==> config.mk <==
export PLATFORM = sky130hd
export DESIGN_NAME = mouse_cursor_sequencer
export DESIGN_NICKNAME = d
export VERILOG_FILES = /design/src/rtl/mouse_cursor_sequencer.sv
export SDC_FILE = /design/constraint.sdc
export NUM_CORES = 1
export LEC_CHECK = 0
export ABC_AREA = 1
export BUFFER_PORTS_ARGS = -buffer_cell sky130_fd_sc_hd__buf_2
export CAP_MARGIN = 20
export CORE_MARGIN = 5
export CORE_UTILIZATION = 62
export DETAILED_ROUTE_END_ITERATION = 6
export PLACE_DENSITY = 0.81
export SYNTH_ARGS = -nofsm -noshare
export SYNTH_HDL_FRONTEND = slang
export SYNTH_SLANG_ARGS = --single-unit
==> constraint.sdc <==
create_clock -name clock -period 2.49 [get_ports clock]
set_input_delay 0.249 -clock clock [delete_from_list [all_inputs] [get_ports clock]]
set_output_delay 0.249 -clock clock [all_outputs]
set_load 0.1 [all_outputs]
==> src/rtl/mouse_cursor_sequencer.sv <==
// PS/2 mouse packet assembler driving erase/redraw of a square cursor via one plot port.
// Optional CURSOR_PAINT_EN: held left button skips the erase, leaving a paint trail.
module mouse_cursor_sequencer #(
  parameter int         X_MAX          = 159,
  parameter int         Y_MAX          = 119,
  parameter int         CURSOR_SIZE    = 2,
  parameter int         SPEED_SHIFT    = 1,
  parameter int         TIMEOUT_CYCLES = 100000,
  parameter logic [2:0] BG_COLOUR      = 3'b000,
  parameter int         X_INIT         = 80,
  parameter int         Y_INIT         = 60
) (
  input  logic       clock,
  input  logic       resetN,
  input  logic [7:0] rx_data,
  input  logic       rx_valid,
  input  logic [2:0] colour_in,
  output logic [7:0] x,
  output logic [6:0] y,
  output logic [2:0] colour,
  output logic       plot,
  output logic       busy,
  output logic [2:0] buttons,
  output logic       sync_error
);

  localparam int         TW   = $clog2(TIMEOUT_CYCLES + 2);
  localparam logic [TW-1:0] TMO = TW'(TIMEOUT_CYCLES);
  localparam logic [1:0] LAST = 2'(CURSOR_SIZE - 1);
  localparam logic [7:0] XC   = 8'(X_MAX - CURSOR_SIZE + 1);
  localparam logic [6:0] YC   = 7'(Y_MAX - CURSOR_SIZE + 1);

  typedef enum logic [2:0] {
    INIT_DRAW, IDLE, B1, B2, CALC, ERASE, DRAW
  } state_t;

  state_t        state;
  logic [7:0]    px, qx, b1, b2;
  logic [6:0]    py, qy;
  logic          ov_x, ov_y, sx, sy;
  logic [2:0]    btn, col;
  logic [1:0]    i, j;
  logic [TW-1:0] gap;

  logic signed [8:0]  dx9, dy9, dxs, dys;
  logic signed [10:0] nx, ny;
  logic [7:0]         cx;
  logic [6:0]         cy;
  logic [1:0]         ni, nj;
  logic               last, skip_erase;

  always_comb begin
    dx9 = ov_x ? 9'sd0 : {sx, b1};
    dy9 = ov_y ? 9'sd0 : {sy, b2};
    dxs = dx9 >>> SPEED_SHIFT;
    dys = dy9 >>> SPEED_SHIFT;
    // screen y grows downward, mouse y grows upward
    nx = $signed({3'b000, px}) + $signed({{2{dxs[8]}}, dxs});
    ny = $signed({4'b0000, py}) - $signed({{2{dys[8]}}, dys});
    cx = nx[10] ? 8'd0 : (nx > {3'b000, XC}) ? XC : nx[7:0];
    cy = ny[10] ? 7'd0 : (ny > {4'b0000, YC}) ? YC : ny[6:0];
    last = (i == LAST) && (j == LAST);
    ni = (i == LAST) ? 2'd0 : i + 2'd1;
    nj = (i == LAST) ? j + 2'd1 : j;
`ifdef CURSOR_PAINT_EN
    skip_erase = btn[0];
`else
    skip_erase = 1'b0;
`endif
  end

  always_ff @(posedge clock or negedge resetN) begin
    if (!resetN) begin
      state      <= INIT_DRAW;
      px         <= 8'(X_INIT);
      py         <= 7'(Y_INIT);
      qx         <= '0;
      qy         <= '0;
      b1         <= '0;
      b2         <= '0;
      ov_x       <= 1'b0;
      ov_y       <= 1'b0;
      sx         <= 1'b0;
      sy         <= 1'b0;
      btn        <= '0;
      col        <= '0;
      i          <= '0;
      j          <= '0;
      gap        <= '0;
      x          <= '0;
      y          <= '0;
      colour     <= '0;
      plot       <= 1'b0;
      busy       <= 1'b0;
      buttons    <= '0;
      sync_error <= 1'b0;
    end else begin
      sync_error <= 1'b0;
      unique case (state)
        INIT_DRAW: begin
          // pixel (i,j) is emitted at this edge, no erase
          plot   <= 1'b1;
          busy   <= 1'b1;
          x      <= px + {6'b0, i};
          y      <= py + {5'b0, j};
          colour <= colour_in;
          sync_error <= rx_valid;
          if (last) begin
            state <= IDLE;
            i     <= '0;
            j     <= '0;
          end else begin
            i <= ni;
            j <= nj;
          end
        end
        IDLE: begin
          plot <= 1'b0;
          busy <= 1'b0;
          if (rx_valid) begin
            if (rx_data[3]) begin
              ov_y  <= rx_data[7];
              ov_x  <= rx_data[6];
              sy    <= rx_data[5];
              sx    <= rx_data[4];
              btn   <= rx_data[2:0];
              gap   <= '0;
              state <= B1;
            end else begin
              sync_error <= 1'b1;
            end
          end
        end
        B1: begin
          if (rx_valid) begin
            b1    <= rx_data;
            gap   <= '0;
            state <= B2;
          end else if (gap > TMO) begin
            sync_error <= 1'b1;
            state      <= IDLE;
          end else begin
            gap <= gap + TW'(1);
          end
        end
        B2: begin
          if (rx_valid) begin
            b2    <= rx_data;
            busy  <= 1'b1;
            state <= CALC;
          end else if (gap > TMO) begin
            sync_error <= 1'b1;
            state      <= IDLE;
          end else begin
            gap <= gap + TW'(1);
          end
        end
        CALC: begin
          sync_error <= rx_valid;
          col     <= colour_in;
          buttons <= btn;
          qx      <= cx;
          qy      <= cy;
          i       <= '0;
          j       <= '0;
          plot    <= 1'b1;
          if (skip_erase) begin
            state  <= DRAW;
            px     <= cx;
            py     <= cy;
            x      <= cx;
            y      <= cy;
            colour <= colour_in;
          end else begin
            state  <= ERASE;
            x      <= px;
            y      <= py;
            colour <= BG_COLOUR;
          end
        end
        ERASE: begin
          sync_error <= rx_valid;
          if (last) begin
            state  <= DRAW;
            px     <= qx;
            py     <= qy;
            x      <= qx;
            y      <= qy;
            colour <= col;
            i      <= '0;
            j      <= '0;
          end else begin
            x <= px + {6'b0, ni};
            y <= py + {5'b0, nj};
            i <= ni;
            j <= nj;
          end
        end
        DRAW: begin
          sync_error <= rx_valid;
          if (last) begin
            state <= IDLE;
            plot  <= 1'b0;
            busy  <= 1'b0;
            i     <= '0;
            j     <= '0;
          end else begin
            x <= px + {6'b0, ni};
            y <= py + {5'b0, nj};
            i <= ni;
            j <= nj;
          end
        end
        default: state <= IDLE;
      endcase
    end
  end

endmodule

==> impl_metrics.env, run 1 <==
export IMPL_ant_nets=0
export IMPL_timing_setup_tns_ns=0
export IMPL_wire_per_inst_microns=13.5
export IMPL_synth_compound_area_frac=0.125
export IMPL_antenna_cells=0
export IMPL_p_leak_nw=3.61
export IMPL_min_path_type="in2reg"
export IMPL_rsz0062_at_grt="false"
export IMPL_drt_total_wl_microns=14300
export IMPL_grt_first_pass_wirelength_microns=25300
export IMPL_final_seq_area_sq_mm=0.00256
export IMPL_synth_edf_count=0
export IMPL_hold_slack_ns=0.0717
export IMPL_period_minus_slack_ns=2.22
export IMPL_first_pass_iters=5
export IMPL_p_sw_mw=4.67
export IMPL_worstRegToRegCells=11
export IMPL_dieArea_sq_mm=0.0127
export IMPL_seqPwrFrac=0.308
export IMPL_grt_overflow_total=0
export IMPL_synth_nets=933
export IMPL_cts_root_buffer="clkbuf_8"
export IMPL_hold_viol_final=0
export IMPL_antenna_found_initial=0
export IMPL_outcome="finished, final reports clean"
export IMPL_synthFlopType="dfrtp_1"
export IMPL_crit_top_cell="nand2_1"
export IMPL_netlist_area_sq_mm=0.00654
export IMPL_slew_viol_final=0
export IMPL_critical_path_depth=11
export IMPL_worst_slew_pin_slew_ns=0.556
export IMPL_synthSimpleGateAreaFrac=0.297
export IMPL_slew_limit_headroom=0.629
export IMPL_critical_path_arrival_ns=2.51
export IMPL_synth_top_cell_by_area="dfrtp_1"
export IMPL_route_detailed_drc=0
export IMPL_dp_cells=1047
export IMPL_insertion_delay_ns=0.38
export IMPL_synthMuxAreaShare=0
export IMPL_cts_buffers=9
export IMPL_cp_top_family="adder cells"
export IMPL_dieHeight_microns=113
export IMPL_synth_top_area_frac=0.367
export IMPL_gp_congestion=0.913
export IMPL_drtIter0Drc=399
export IMPL_top_usage_layer="met2"
export IMPL_power_density_mw_per_mm2=1250
export IMPL_portBuffers=37
export IMPL_synthXorXnorAreaFrac=0.0187
export IMPL_synthArstFlopShare=1.00
export IMPL_cts_tree="done"
export IMPL_yosys_warnings=0
export IMPL_start_util=0.633
export IMPL_drive_gt1_frac=0.122
export IMPL_core_area_sq_mm=0.0103
export IMPL_grt_use_total=0.241
export IMPL_syn_avg_cell_area_sq_um=7.38
export IMPL_end_kind="register"
export IMPL_ys_types=49
export IMPL_synth_top_family_by_area="simple AND/OR/NAND/NOR gates"
export IMPL_ys_top_cells_by_area="dfrtp_1, nand2_1, inv_1"
export IMPL_fin_nets=970
export IMPL_cp_max_fo=9
export IMPL_grt_pass1_vias=5453
export IMPL_ys_ff_latch=102
export IMPL_switching_share=0.534
export IMPL_slowest_stage="dfrtp_1"
export IMPL_criticalPathCategory="reg2reg"
export IMPL_critPathLaunch="ov_x$_DFFE_PN0P_"
export IMPL_die_x_microns=113
export IMPL_rrSetupSlack_ns=0.27
export IMPL_critical_path_required_ns=2.77
export IMPL_use_met2=0.382
export IMPL_critical_path_endpoint="qx[2]$_DFFE_PN0P_"
export IMPL_grt_start_max_net_pins=52
export IMPL_finalCritPeriodShare=0.893
export IMPL_critPathLaunchType="register"
export IMPL_synth_fa_ha_area_frac=0.0700
export IMPL_syn_inst=886
export IMPL_io_pins=38
export IMPL_num_vias=5705
export IMPL_hpwl_microns=10900
export IMPL_p_int_mw=4.08
export IMPL_combPwrFrac=0.577
export IMPL_clock_skew_final_ns=0.00940
export IMPL_area_growth_pct=7.29
export IMPL_cts_htree_levels=3
export IMPL_vdd_drop_max_uv=633
export IMPL_critPathBufInv=0
export IMPL_cts_sinks=102
export IMPL_max_cap_violations=0
export IMPL_multi_input_area_sq_mm=0.00334
export IMPL_gr_usage_met3=0.0471
export IMPL_r2r_start="ov_x$_DFFE_PN0P_"
export IMPL_clock_path_buffers=2
export IMPL_r2r_end="qx[2]$_DFFE_PN0P_"
export IMPL_setup_viol=0
export IMPL_ys_seq_area_frac=0.391
export IMPL_worstPathCellList="nor2_1 -> ha_1 -> fa_1 -> nand2_1 -> nand2_1 -> nand2_1 -> nand2_1 -> o21ai_2 -> nand3_1 -> nand2_1 -> nand2_1"
export IMPL_fmax_mhz=450
export IMPL_clk_pin_slew_worst_paths_ns=0.10
export IMPL_fillers=912
export IMPL_cp_slowest_stage_delay_ns=0.49
export IMPL_pwr_share_clk=0.115
export IMPL_post_cts_setup_buffers=0
export IMPL_use_met1=0.338
export IMPL_via_per_inst=5.36
export IMPL_instances_no_fill=1064
export IMPL_rows=37
sequential cells by signal, indices dropped and copies added (netlist names), 2 cells and up:
signal / flops
gap: 17
px: 8
qx: 8
x: 8
b1: 7
b2: 7
py: 7
qy: 7
y: 7
btn: 3
buttons: 3
col: 3
colour: 3
state: 3
i: 2
j: 2
cell families after synthesis:
family	count (synthesis)
AOI/OAI and AO/OA	140
xor gates and xnor gates	14
adders and majority gates	33
buffers and inverters	151
DFF	102
and+or+nand+nor	446
cells in the mapped netlist, types with 3 or more instances:
master / n
nor2_1: 84
dfrtp_1: 96
o21bai_1: 3
xor2_1: 10
nor3_2: 3
buf_4: 3
nand3b_1: 3
nand2_2: 4
nand3_1: 49
buf_2: 3
o211ai_1: 5
o21ai_1: 9
nor2_2: 3
a21oi_1: 33
o21ai_0: 59
a31oi_1: 5
nand3_2: 6
xnor2_1: 4
inv_1: 117
a21o_1: 3
nor2_4: 5
inv_2: 11
ha_1: 27
fa_1: 6
nand2_1: 264
nand4_1: 12
buf_6: 5
a21oi_2: 4
nand2_4: 5
dfstp_2: 6
nor3_1: 5
clkbuf_1: 7
stage by stage:
| step | utilization | power, mW | setup slack, ns | area (sq um) |
|---|---|---|---|---|
| 4_1_cts | 0.679 | 8.76 | 0.185 | 7010 |
| 3_5_place_dp | 0.661 | 7.75 | 0.210 | 6830 |
| 2_1_floorplan | - | 6.87 | 0.453 | 6540 |
| 3_3_place_gp | 0.661 | 7.66 | 0.302 | 6830 |
| 6_report | 0.680 | 8.76 | 0.265 | 7020 |
| 5_1_grt | 0.680 | 9.56 | 0.0373 | 7020 |
cell usage in the layout (no fill, tap or decap), types with 6 or more instances in the layout:
master / netlist / routed
nand3_2: 6 / 6
inv_2: 11 / 11
dfstp_2: 6 / 6
a21oi_1: 33 / 33
nand4_1: 12 / 12
dfrtp_1: 96 / 96
nor2_1: 84 / 83
nand3_1: 49 / 49
ha_1: 27 / 27
o21ai_0: 59 / 58
nand2_1: 264 / 264
xor2_1: 10 / 10
buf_4: 3 / 8
o21ai_1: 9 / 10
clkbuf_8: 0 / 11
inv_1: 117 / 117
fa_1: 6 / 6
buf_2: 3 / 36
how the worst min path moves through the flow:
stage,to,depth (start not counted),from
floorplan,b1[1]$_DFFE_PN0P_,0,resetN
global placement,x[6]$_DFFE_PN0P_,1,resetN
detailed placement,x[6]$_DFFE_PN0P_,1,resetN
CTS,col[1]$_DFFE_PN0P_,3,colour_in[1]
global route,col[1]$_DFFE_PN0P_,3,colour_in[1]
finish,col[1]$_DFFE_PN0P_,3,colour_in[1]
power groups by stage:
stage	combinational (mW)	clock, mW	sequential [mW]
CTS	5.05	1.01	2.69
detailed placement	5.02	0	2.72
global placement	4.96	0	2.70
floorplan	3.10	0	3.77
global route	5.68	1.10	2.79
finish	5.06	1.01	2.69
per-layer routing:
metal,part of all wire,vias up
li1,-,2915
met1,0.47,2625
met2,0.45,138
met3,0.054,27
met4,0.019,0
met5,0,-
repair_timing:
item	in CTS	in global routing
gates resized for setup	0	2
setup endpoints to repair	0	6
hold endpoints to repair	20	0
hold buffers	1	0
cell type report:
cell class / count / share of cell area
clock inverter: 3 / 0.00267
clock buffer: 13 / 0.0226
timing repair buffer: 46 / 0.0385
multi-input combinational: 633 / 0.476
inverter: 131 / 0.0715
tap: 136 / 0.0243
sequential: 102 / 0.365
worst reg2reg max path: stages (launching register included):
cell and delay, ns:
dfrtp_1 0.49, nor2_1 0.09, ha_1 0.24, fa_1 0.44, nand2_1 0.11, nand2_1 0.08
nand2_1 0.06, nand2_1 0.08, o21ai_2 0.29, nand3_1 0.12, nand2_1 0.08, nand2_1 0.05
Note: power is estimated with default switching activity, not from simulation.
==> run 2: changes to the inputs <==
Settings changed: CORE_UTILIZATION 62 to 64, CTS_BUF_LIST from default to sky130_fd_sc_hd__clkbuf_8, PLACE_DENSITY 0.81 to 0.83.
==> impl_metrics.env, run 2 (synthesis results as in run 1) <==
export IMPL_cts_buffers=9
export IMPL_slew_limit_headroom=0.646
export IMPL_crit_top_cell="nand2_1"
export IMPL_slowest_stage="dfrtp_1"
export IMPL_drive_gt1_frac=0.125
export IMPL_rsz0062_at_grt="false"
export IMPL_clk_pin_slew_worst_paths_ns=0.10
export IMPL_die_x_microns=111
export IMPL_finalCritPeriodShare=0.921
export IMPL_via_per_inst=5.36
export IMPL_cp_max_fo=9
export IMPL_ant_nets=0
export IMPL_vdd_drop_max_uv=851
export IMPL_top_usage_layer="met2"
export IMPL_cts_sinks=102
export IMPL_multi_input_area_sq_mm=0.00334
export IMPL_grt_start_max_net_pins=45
export IMPL_drt_total_wl_microns=14300
export IMPL_insertion_delay_ns=0.38
export IMPL_worst_slew_pin_slew_ns=0.532
export IMPL_first_pass_iters=5
export IMPL_critPathLaunchType="register"
export IMPL_antenna_found_initial=0
export IMPL_hold_viol_final=0
export IMPL_critical_path_required_ns=2.77
export IMPL_power_total_mw=8.87
export IMPL_clock_skew_final_ns=0.0127
export IMPL_stdcell_area_sq_mm=0.00705
export IMPL_p_leak_nw=3.62
export IMPL_use_met1=0.340
export IMPL_fmax_mhz=436
export IMPL_gr_usage_met3=0.0420
export IMPL_criticalPathCategory="reg2reg"
export IMPL_area_growth_pct=7.81
export IMPL_period_minus_slack_ns=2.29
export IMPL_cts_tree="done"
export IMPL_core_area_sq_mm=0.0101
export IMPL_outcome="finished, final reports clean"
export IMPL_timing_setup_tns_ns=0
export IMPL_largest_reg_flops=17
export IMPL_io_pins=38
export IMPL_end_kind="register"
export IMPL_route_detailed_drc=0
export IMPL_hold_slack_ns=0.0795
export IMPL_max_cap_violations=0
export IMPL_gp_congestion=0.929
export IMPL_fillers=823
export IMPL_grt_overflow_total=0
export IMPL_min_path_type="in2reg"
export IMPL_layout_common_cells="nand2_1, inv_1, dfrtp_1, nor2_1, o21ai_0"
export IMPL_dieArea_sq_mm=0.0123
export IMPL_setup_viol=0
export IMPL_clock_path_buffers=2
export IMPL_critical_path_arrival_ns=2.57
export IMPL_antenna_cells=0
export IMPL_post_cts_setup_buffers=0
export IMPL_use_met2=0.392
export IMPL_start_util=0.645
export IMPL_fin_nets=971
export IMPL_cp_slowest_stage_delay_ns=0.51
export IMPL_grt_use_total=0.242
export IMPL_grt_pass1_vias=5351
export IMPL_portBuffers=37
export IMPL_dieHeight_microns=111
export IMPL_slew_viol_final=0
export IMPL_num_vias=5710
export IMPL_power_density_mw_per_mm2=1260
export IMPL_layout_commonest_cell="nand2_1"
export IMPL_cts_htree_levels=3
export IMPL_final_seq_area_sq_mm=0.00256
export IMPL_place_area_sq_mm=0.00683
export IMPL_worstPathCellList="nor2_1 -> ha_1 -> fa_1 -> nand2_1 -> nand2_1 -> nand2_1 -> nand2_1 -> o21ai_2 -> nand3_1 -> nand2_1 -> nand2_1"
export IMPL_drtIter0Drc=401
export IMPL_rows=37
export IMPL_regMostFlops="gap"
export IMPL_grt_first_pass_wirelength_microns=24900
export IMPL_hpwl_microns=11100
export IMPL_dp_cells=1048
export IMPL_wire_per_inst_microns=13.4
export IMPL_cts_root_buffer="clkbuf_8"
export IMPL_instances_no_fill=1065
==> run 2: stage by stage <==
stage / util / worst slack (ns)
after floorplan: - / 0.453
after global placement: 0.674 / 0.326
after detailed placement: 0.674 / 0.242
after CTS: 0.695 / 0.203
after global routing: 0.695 / 0.0124
final: 0.695 / 0.197
==> run 2: power by group <==
group          switching, mW  internal (mW)  leakage, nW
Sequential             0.463           2.25         1.31
Clock                  0.606          0.477       0.0968
Combinational           3.66           1.42         2.21
Total                   4.73           4.14         3.62
==> run 2: repair_timing <==
item / CTS / global route
hold buffers: 1 / 0
hold endpoints to repair: 35 / 0
resized for setup: 0 / 1
endpoints found under the setup margin: 0 / 2
==> run 2: cell type report <==
cell class,instances,area share
inverter,131,0.0712
multi-input combinational,633,0.473
tap,136,0.0241
timing repair buffer,47,0.0394
clock buffer,9,0.0176
sequential,102,0.363
clock inverter,7,0.0114
==> run 2: final timing paths <==
| check | startpoint | to | slack (ns) | cells past startpoint |
|---|---|---|---|---|
| setup / recovery | ov_x$_DFFE_PN0P_ | qx[7]$_DFFE_PN0P_ | 0.20 | 11 |
| hold / removal | colour_in[1] | col[1]$_DFFE_PN0P_ | 0.08 | 3 |
| setup reg to reg | ov_x$_DFFE_PN0P_ | qx[7]$_DFFE_PN0P_ | 0.20 | 11 |
| hold reg to reg | col[2]$_DFFE_PN0P_ | col[2]$_DFFE_PN0P_ | 0.48 | 2 |
| max in group asynchronous | resetN | py[5]$_DFFE_PN1P_ | 1.39 | 3 |
| min in group asynchronous | resetN | buttons[2]$_DFFE_PN0P_ | 0.38 | 2 |
==> run 2: critical path: cells and delay by family, from the launching register on <==
kind	cells	cell delay, ns
DFF	1	0.51
adders and majority gates	2	0.67
AOI/OAI and AO/OA	1	0.33
and+or+nand+nor	8	0.68
==> run 2: routing by layer <==
metal  wire, microns  up-vias
met4             111        0
met5               0        -
met1            6700     2650
li1                -     2911
met3             698       13
met2            6810      136
==> run 3: changes to the inputs <==
==> constraint.sdc (replaced) <==
create_clock -name clock -period 2.49 [get_ports clock]
set_input_delay 0 -clock clock [delete_from_list [all_inputs] [get_ports clock]]
set_output_delay 0 -clock clock [all_outputs]
set_load 0.1 [all_outputs]
==> impl_metrics.env, run 3 (synthesis results as in run 1) <==
export IMPL_criticalPathCategory="reg2reg"
export IMPL_min_path_type="in2async"
export IMPL_core_area_sq_mm=0.0101
export IMPL_setup_viol=0
export IMPL_cp_slowest_stage_delay_ns=0.44
export IMPL_antenna_cells=0
export IMPL_wire_per_inst_microns=13.7
export IMPL_timing_setup_tns_ns=0
export IMPL_via_per_inst=5.42
export IMPL_finalCritPeriodShare=0.918
export IMPL_cts_htree_levels=3
export IMPL_dieHeight_microns=111
export IMPL_dp_cells=1046
export IMPL_fmax_mhz=437
export IMPL_cp_top_family="adder cells"
export IMPL_end_kind="register"
export IMPL_critical_path_arrival_ns=2.58
export IMPL_place_area_sq_mm=0.00682
export IMPL_drive_gt1_frac=0.116
export IMPL_layout_commonest_cell="nand2_1"
export IMPL_grt_start_max_net_pins=61
export IMPL_hold_viol_final=0
export IMPL_first_pass_iters=5
export IMPL_grt_pass1_vias=5465
export IMPL_grt_overflow_total=0
export IMPL_clock_path_buffers=2
export IMPL_power_density_mw_per_mm2=1240
export IMPL_drtIter0Drc=404
export IMPL_io_pins=38
export IMPL_worst_slew_pin_slew_ns=0.763
export IMPL_p_leak_nw=3.67
export IMPL_cts_tree="done"
export IMPL_power_total_mw=8.84
export IMPL_slew_viol_final=0
export IMPL_instances_no_fill=1075
export IMPL_start_util=0.645
export IMPL_cts_buffers=9
export IMPL_cts_sinks=102
export IMPL_slowest_stage="fa_1"
export IMPL_critPathBufInv=3
export IMPL_fin_nets=981
export IMPL_rows=37
export IMPL_slew_limit_headroom=0.491
export IMPL_clock_skew_final_ns=0.0124
export IMPL_rsz0062_at_grt="false"
export IMPL_drt_total_wl_microns=14700
export IMPL_die_x_microns=111
export IMPL_worstPathCellList="inv_1 -> ha_1 -> o21ai_0 -> inv_1 -> fa_1 -> inv_1 -> nand2_1 -> nor2_1 -> nand2_1 -> nand2_1 -> nand3_1 -> a41oi_1"
export IMPL_hold_slack_ns=0.233
export IMPL_gp_congestion=0.950
export IMPL_portBuffers=37
export IMPL_period_minus_slack_ns=2.29
export IMPL_route_detailed_drc=0
export IMPL_hpwl_microns=10900
export IMPL_cp_max_fo=3
export IMPL_clk_pin_slew_worst_paths_ns=0.09
export IMPL_ant_nets=0
export IMPL_grt_first_pass_wirelength_microns=25400
export IMPL_area_growth_pct=9.13
export IMPL_fillers=870
export IMPL_insertion_delay_ns=0.38
export IMPL_largest_reg_flops=17
export IMPL_critical_path_required_ns=2.79
export IMPL_antenna_found_initial=0
export IMPL_max_cap_violations=0
export IMPL_dieArea_sq_mm=0.0123
export IMPL_grt_use_total=0.248
export IMPL_multi_input_area_sq_mm=0.00333
export IMPL_critPathLaunchType="register"
export IMPL_layout_common_cells="nand2_1, inv_1, dfrtp_1, nor2_1, o21ai_0"
export IMPL_vdd_drop_max_uv=614
export IMPL_final_seq_area_sq_mm=0.00256
export IMPL_cts_root_buffer="clkbuf_8"
export IMPL_regMostFlops="gap"
export IMPL_num_vias=5829
export IMPL_stdcell_area_sq_mm=0.00714
export IMPL_outcome="finished, final reports clean"
-- run 3: cell types whose count changed in the layout (fill, tap and decap cells not counted), moves of 2 or more --
cell           before  now
dlygate4sd3_1       1   13
inv_1             117  121
inv_6               3    0
buf_4               9    7
clkinvlp_4          2    0
-- run 3: report_power, final --
group	internal, mW	total, mW	switching [mW]
registers	2.25	2.70	0.451
clock network	0.478	1.04	0.566
logic	1.43	5.10	3.67
total	4.15	8.84	4.69
-- run 3: worst register-to-register path: stages, from the launching register on --
cell and delay, ns:
dfrtp_1 0.41, inv_1 0.12, ha_1 0.24, o21ai_0 0.25, inv_1 0.12, fa_1 0.44, inv_1 0.07, nand2_1 0.07
nor2_1 0.13, nand2_1 0.07, nand2_1 0.06, nand3_1 0.07, a41oi_1 0.15
-- run 3: stage by stage --
stage | util | setup WS (ns)
2_1_floorplan | - | 0.453
3_5_place_dp | 0.673 | 0.250
3_3_place_gp | 0.673 | 0.321
4_1_cts | 0.704 | 0.211
6_report | 0.704 | 0.204
5_1_grt | 0.704 | 0.0190
-- run 3: metal layers --
metal | wire length (microns) | global-route usage
met2 | 6720 | 0.397
met4 | 361 | 0.0965
met3 | 811 | 0.0322
met5 | 0 | 0
met1 | 6800 | 0.346
-- run 3: worst paths after layout --
kind / startpoint / to / slack (ns) / cells after the start
max in group asynchronous: resetN / gap[1]$_DFFE_PN0P_ / 1.59 / 3
worst min register to register: y[5]$_DFFE_PN0P_ / y[5]$_DFFE_PN0P_ / 0.48 / 2
worst max register to register: j[1]$_DFFE_PN0P_ / y[6]$_DFFE_PN0P_ / 0.20 / 12
worst max-delay path: j[1]$_DFFE_PN0P_ / y[6]$_DFFE_PN0P_ / 0.20 / 12
worst min-delay path: resetN / btn[2]$_DFFE_PN0P_ / 0.23 / 2
min in group clock: colour_in[1] / col[1]$_DFFE_PN0P_ / 0.38 / 4
-- run 3: layout make-up --
| cell class | count | share of cell area |
|---|---|---|
| flip-flops and latches | 102 | 0.359 |
| inverters | 131 | 0.0703 |
| clock inverters | 6 | 0.00701 |
| repair buffers | 57 | 0.0536 |
| multi-input cells | 633 | 0.467 |
| well taps | 136 | 0.0238 |
| clock buffers | 10 | 0.0193 |
-- run 3: timing repair --
action / CTS / global route
hold buffers: 13 / 0
setup buffers: 0 / 0
endpoints found under the hold margin: 80 / 0
resized for setup: 0 / 0
